===== src/rtl/band_envelope.sv =====
// Time-multiplexed per-band magnitude envelope follower, one band per clock.
// Optional BAND_PEAK_HOLD_EN adds per-band peak-hold outputs on peaks.
module band_envelope #(
  parameter int NBANDS      = 5,
  parameter int IN_W        = 18,
  parameter int OUT_W       = 8,
  parameter int DECAY_SHIFT = 4
`ifdef BAND_PEAK_HOLD_EN
  , parameter int HOLD_FRAMES = 32
`endif
) (
  input  logic                    clock,
  input  logic                    reset,
  input  logic                    ready,
  input  logic [NBANDS*IN_W-1:0]  y_flat,
  output logic [NBANDS*OUT_W-1:0] levels,
  output logic                    levels_valid,
  output logic                    overrun
`ifdef BAND_PEAK_HOLD_EN
  , output logic [NBANDS*OUT_W-1:0] peaks
`endif
);

  localparam int SH = IN_W - 1 - OUT_W;
  localparam int XW = (NBANDS > 1) ? $clog2(NBANDS) : 1;

  typedef enum logic [1:0] {
    IDLE,
    RUN,
    PUBLISH
  } state_t;

  state_t                   state_q, state_d;
  logic [XW-1:0]            idx_q, idx_d;
  logic [NBANDS*IN_W-1:0]   cap_q, cap_d;
  logic [OUT_W-1:0]         env_q [NBANDS];
  logic [OUT_W-1:0]         env_d [NBANDS];
  logic [NBANDS*OUT_W-1:0]  levels_q, levels_d;
  logic                     overrun_q, overrun_d;

  logic [IN_W-1:0]  y;
  logic [IN_W-1:0]  nabs;
  logic [IN_W-2:0]  mag;
  logic [OUT_W-1:0] s;
  logic [OUT_W-1:0] env_cur;
  logic [OUT_W-1:0] dec;
  logic [OUT_W-1:0] fall;
  logic [OUT_W-1:0] env_new;
  logic             last;
  logic             unused_bits;

`ifdef BAND_PEAK_HOLD_EN
  localparam int HW = $clog2(HOLD_FRAMES + 1);
  logic [OUT_W-1:0]        peak_q [NBANDS];
  logic [OUT_W-1:0]        peak_d [NBANDS];
  logic [HW-1:0]           hold_q [NBANDS];
  logic [HW-1:0]           hold_d [NBANDS];
  logic [NBANDS*OUT_W-1:0] peaks_q, peaks_d;
`endif

  // Shared datapath: magnitude, scale and envelope step for band idx
  always_comb begin
    y       = cap_q[idx_q*IN_W +: IN_W];
    nabs    = ~y + 1'b1;
    mag     = y[IN_W-2:0];
    if (y[IN_W-1]) begin
      if (y == {1'b1, {(IN_W-1){1'b0}}}) mag = '1;
      else mag = nabs[IN_W-2:0];
    end
    s       = mag[IN_W-2 -: OUT_W];
    env_cur = env_q[idx_q];
    dec     = env_cur >> DECAY_SHIFT;
    if (dec == '0) dec = OUT_W'(1);
    fall    = env_cur - dec;
    if (s >= env_cur) env_new = s;
    else if (fall > s) env_new = fall;
    else env_new = s;
    last        = (idx_q == XW'(NBANDS - 1));
    unused_bits = ^mag[SH-1:0] ^ nabs[IN_W-1];
  end

  // Frame sequencing, envelope writeback and publish
  always_comb begin
    state_d   = state_q;
    idx_d     = idx_q;
    cap_d     = cap_q;
    env_d     = env_q;
    levels_d  = levels_q;
    overrun_d = overrun_q | (ready && (state_q != IDLE));
`ifdef BAND_PEAK_HOLD_EN
    peak_d  = peak_q;
    hold_d  = hold_q;
    peaks_d = peaks_q;
`endif
    unique case (state_q)
      IDLE: begin
        if (ready) begin
          cap_d   = y_flat;
          idx_d   = '0;
          state_d = RUN;
        end
      end
      RUN: begin
        env_d[idx_q] = env_new;
`ifdef BAND_PEAK_HOLD_EN
        if (env_new >= peak_q[idx_q]) begin
          peak_d[idx_q] = env_new;
          hold_d[idx_q] = HW'(HOLD_FRAMES);
        end else if (hold_q[idx_q] != '0) begin
          hold_d[idx_q] = hold_q[idx_q] - 1'b1;
        end else begin
          peak_d[idx_q] = peak_q[idx_q] - 1'b1;
        end
`endif
        if (last) begin
          state_d = PUBLISH;
          for (int b = 0; b < NBANDS; b++) begin
            levels_d[b*OUT_W +: OUT_W] = env_d[b];
`ifdef BAND_PEAK_HOLD_EN
            peaks_d[b*OUT_W +: OUT_W] = peak_d[b];
`endif
          end
        end else begin
          idx_d = idx_q + 1'b1;
        end
      end
      PUBLISH: state_d = IDLE;
      default: state_d = IDLE;
    endcase
  end

  // State registers with synchronous reset
  always_ff @(posedge clock) begin
    if (reset) begin
      state_q   <= IDLE;
      idx_q     <= '0;
      cap_q     <= '0;
      levels_q  <= '0;
      overrun_q <= 1'b0;
      for (int b = 0; b < NBANDS; b++) env_q[b] <= '0;
`ifdef BAND_PEAK_HOLD_EN
      peaks_q <= '0;
      for (int b = 0; b < NBANDS; b++) begin
        peak_q[b] <= '0;
        hold_q[b] <= '0;
      end
`endif
    end else begin
      state_q   <= state_d;
      idx_q     <= idx_d;
      cap_q     <= cap_d;
      levels_q  <= levels_d;
      overrun_q <= overrun_d;
      env_q     <= env_d;
`ifdef BAND_PEAK_HOLD_EN
      peaks_q <= peaks_d;
      peak_q  <= peak_d;
      hold_q  <= hold_d;
`endif
    end
  end

  assign levels       = levels_q;
  assign levels_valid = (state_q == PUBLISH);
  assign overrun      = overrun_q;
`ifdef BAND_PEAK_HOLD_EN
  assign peaks        = peaks_q;
`endif

endmodule

===== config.mk =====
export PLATFORM = sky130hd
export DESIGN_NAME = band_envelope
export DESIGN_NICKNAME = d
export VERILOG_FILES = /design/src/rtl/band_envelope.sv
export SDC_FILE = /design/constraint.sdc
export NUM_CORES = 1
export LEC_CHECK = 0
export ABC_AREA = 1
export BUFFER_PORTS_ARGS = -buffer_cell sky130_fd_sc_hd__buf_2
export CAP_MARGIN = 20
export CELL_PAD_IN_SITES_DETAIL_PLACEMENT = 0
export CELL_PAD_IN_SITES_GLOBAL_PLACEMENT = 1
export CORE_ASPECT_RATIO = 1.75
export CORE_MARGIN = 2
export CORE_UTILIZATION = 37
export DETAILED_ROUTE_END_ITERATION = 8
export PLACE_DENSITY_LB_ADDON = 0.1
export SLEW_MARGIN = 20
export SYNTH_ARGS = -nofsm -noshare
export SYNTH_HDL_FRONTEND = slang
export SYNTH_SLANG_ARGS = --single-unit

===== constraint.sdc =====
create_clock -name clock -period 4.7 [get_ports clock]
set_input_delay 0.235 -clock clock [delete_from_list [all_inputs] [get_ports clock]]
set_output_delay 0.235 -clock clock [all_outputs]
set_load 0.02 [all_outputs]

==> out/metrics.csv <==
stage,metric,value,unit
timing,final hold violations,0,
yosys,post-synthesis adder-cell area fraction,3.08,%
yosys,synthesized cell area,0.00957,mm2
yosys,Yosys reg bits,176,
timing,crit share post-route,94.6,%
critical_path,Crit Path Class,reg -> reg,
global_route,total track usage,24.4,%
floorplanning,I/O Pins,135,
critical_path,critical path required time,5.06,ns
yosys,Yosys top cell area share,36.8,%
global_route,vias in the first global route,9737,
final_layout,Layout fillers,2828,
final_layout,"Core Util, Final",45.8,%
yosys,"top cells by count, synth","nand2_1, nor2_1, dfxtp_1, inv_1, o21ai_0",
yosys,dominant cells by area after synthesis,"dfxtp_1, nand2_1, nor2_1, o21ai_0, nand3_1",
cts,worst skew pair latency,0.46,ns
job,Max-cap violations,0,
outcome,outcome,finished clean,
cts,cts bufs inserted,17,
yosys,Syn Nets,1606,
cts,clk root buf,clkbuf_16,
critical_path,"CP delay by family, top",simple AND/OR/NAND/NOR gates,
power,Pleak,5.80,nW
yosys,Synth Area in Compound Gates,12.2,%
yosys,post-synthesis async set-or-reset flop share,0,%
critical_path,Crit path largest cell delay,0.35,ns
yosys,Mapped Cells,1490,
yosys,post-synthesis mux area share,0,%
global_route,initial antenna violation count,0,
timing,Slew Limit Headroom,41.2,%
timing,Setup Skew,0.0159,ns
yosys,post-synthesis xor/xnor area fraction,0.457,%
route,DRC Markers,0,
route,Via density,4.97,
final_layout,"Area growth, synth to finish",21.1,%
timing,max-slew violations,0,
global_route,GR Overflow Total,0,
yosys,Avg Inst Size Synth,6.43,um2
final_layout,layout cells sized above 1,19.2,%
floorplanning,core area,0.0253,mm2
placement,hpwl dp,25100,um
critical_path,worst endpoint data arrival time,4.80,ns
placement,number of port buffers,134,
yosys,largest family of logic cells by synthesized area,simple AND/OR/NAND/NOR gates,
final_layout,multi-input combinational cell area,0.00509,mm2
cts,CTS tree,yes,
route,Routed WL per cell,16.6,um
yosys,top_reg_cell synth,dfxtp_1,
floorplanning,full die area,0.0272,mm2
yosys,most frequent cell after synthesis,nand2_1,
cts,H-tree levels,4,
cts,"CTS clk-pin slew, worst paths",0.07,ns
route,DRT Wirelength,32900,um
route,post-route ant nets,0,
floorplanning,die extent in y,217,um
critical_path,CP startpoint kind,register,
route,Initial DRC Count,506,
route,DRT Pass-1 Iters,6,
yosys,Post-Synth Simple-Gate Area,36.6,%
min_path,Hold Path Class,in -> reg,
yosys,number of synthesized flops with an enable pin,0,
timing,final setup TNS,0,ns
power,P per Cell Area,433,mW/mm2
yosys,Ys Warns,0,
yosys,register area share after synthesis,36.8,%
cts,CTS max path bufs,2,
global_route,largest net degree at the start of global routing,75,
global_route,first-pass GRT wire length,51200,um
power,total power,5.02,mW
placement,gpl congestion,0.899,
cts,clk sinks,176,
critical_path,CP max stage cell,dfxtp_2,
critical_path,CP max FO,9,
floorplanning,Initial Util,37.8,%
power,Peak VDD IR,0.306,mV
critical_path,Crit path top cell by count,nor2_1,
critical_path,Worst Setup End Kind,register,
final_layout,nets@finish,1766,
floorplanning,Die X,126,um
cts,hold buffers post-CTS,0,
final_layout,# diodes,0,
final_layout,register area,0.00353,mm2
timing,Final Critical Period,4.45,ns
timing,Fmax achieved,225,MHz
yosys,Synth area leader,dfxtp_1,
yosys,synth unique cells,40,
critical_path,Crit path buffers/inverters,6,
floorplanning,row count,77,
timing,endpoints failing setup,0,
route,via count,9826,
timing,Worst-Margin Slew,0.882,ns
sequential cells by signal (all words and copies together) (netlist names):
register,flops
cap_q,90
env_q,40
levels,40
idx_q,3
state_q,2
overrun,1
layout make-up:
| class | count | share of cell area (%) |
|---|---|---|
| clock inverter | 11 | 0.906 |
| clock buffer | 21 | 3.88 |
| sequential | 176 | 30.4 |
| inverter | 174 | 5.69 |
| tap | 316 | 3.41 |
| timing repair buffer | 221 | 11.8 |
| multi-input combinational | 1060 | 43.9 |
worst reg2reg max path: stages (launching register included):
cell and delay [ns]:
dfxtp_2 0.35, inv_2 0.14, nand2_8 0.11, a21oi_1 0.29, o21ai_0 0.13, o21ai_0 0.10
nor2_1 0.09, buf_4 0.16, ha_1 0.35, a21oi_2 0.19, nor2_1 0.06, nor2_1 0.12
nand2_1 0.08, xor2_1 0.32, inv_1 0.09, ha_1 0.31, nand4_1 0.12, buf_4 0.15
o21ai_1 0.15, nor2_2 0.08, inv_2 0.16, nand4_2 0.31, nand3_1 0.23, nand3_1 0.10
nand2_1 0.10, inv_1 0.04
cell usage in the layout (no fill, tap or decap), types with 11 or more instances in the layout:
cell,instances
ha_1,21
nand4_1,14
o21ai_0,126
nor2_2,11
a21oi_1,73
nand3_2,19
nand2_1,313
dfxtp_1,173
inv_1,164
buf_4,83
buf_2,134
clkbuf_16,17
nor2_1,299
nand3_1,126
what timing repair did:
action / 4_1_cts / 5_1_grt
pin swaps: 0 / 6
buffers inserted: 0 / 7
resized for setup: 3 / 24
setup endpoints to repair: 70 / 80
path summary, 6_finish.rpt:
path | from | to | slack (ns) | cells after the start
min reg2reg | overrun | overrun | 0.45 | 2
max | idx_q[2] | env_q[5] | 0.25 | 25
max reg2reg | idx_q[2] | env_q[5] | 0.25 | 25
min | y_flat[13] | cap_q[13] | 0.02 | 3
stage by stage:
step | hold slack, ns | area, um2 | instances | setup WS [ns]
finish | 0.0243 | 11600 | 1979 | 0.252
detailed placement | 0.440 | 10900 | 1940 | -0.0951
floorplan | 0.392 | 9570 | 1490 | 0.0971
CTS | 0.00642 | 11500 | 1972 | 0.0219
global route | 0.0302 | 11600 | 1979 | -0.00927
global placement | 0.439 | 10900 | 1940 | -0.0785
cell families (layout without fill, tap and decap cells):
group	Yosys count	after routing
AO/OA/AOI/OAI	225	225
adder cells (fa/ha/maj)	23	23
flip-flops	176	176
XOR/XNOR	5	5
buffers and inverters	254	427
AND/OR/NAND/NOR	807	807
per-layer routing:
| metal | track usage, % | vias to the layer above | part of all wire [%] |
|---|---|---|---|
| li1 | - | 5044 | - |
| met1 | 24.1 | 4471 | 36 |
| met2 | 46.8 | 234 | 55 |
| met3 | 3.07 | 77 | 2.8 |
| met4 | 16.2 | 0 | 6.4 |
| met5 | 0 | - | 0 |
where the power goes:
| group | switching (mW) | leakage, nW | total, mW | internal (mW) |
|---|---|---|---|---|
| clock network | 0.640 | 0.266 | 1.39 | 0.748 |
| logic | 1.20 | 4.08 | 1.97 | 0.776 |
| registers | 0.0658 | 1.45 | 1.66 | 1.59 |
No activity file was read; power rests on OpenSTA's default activity.
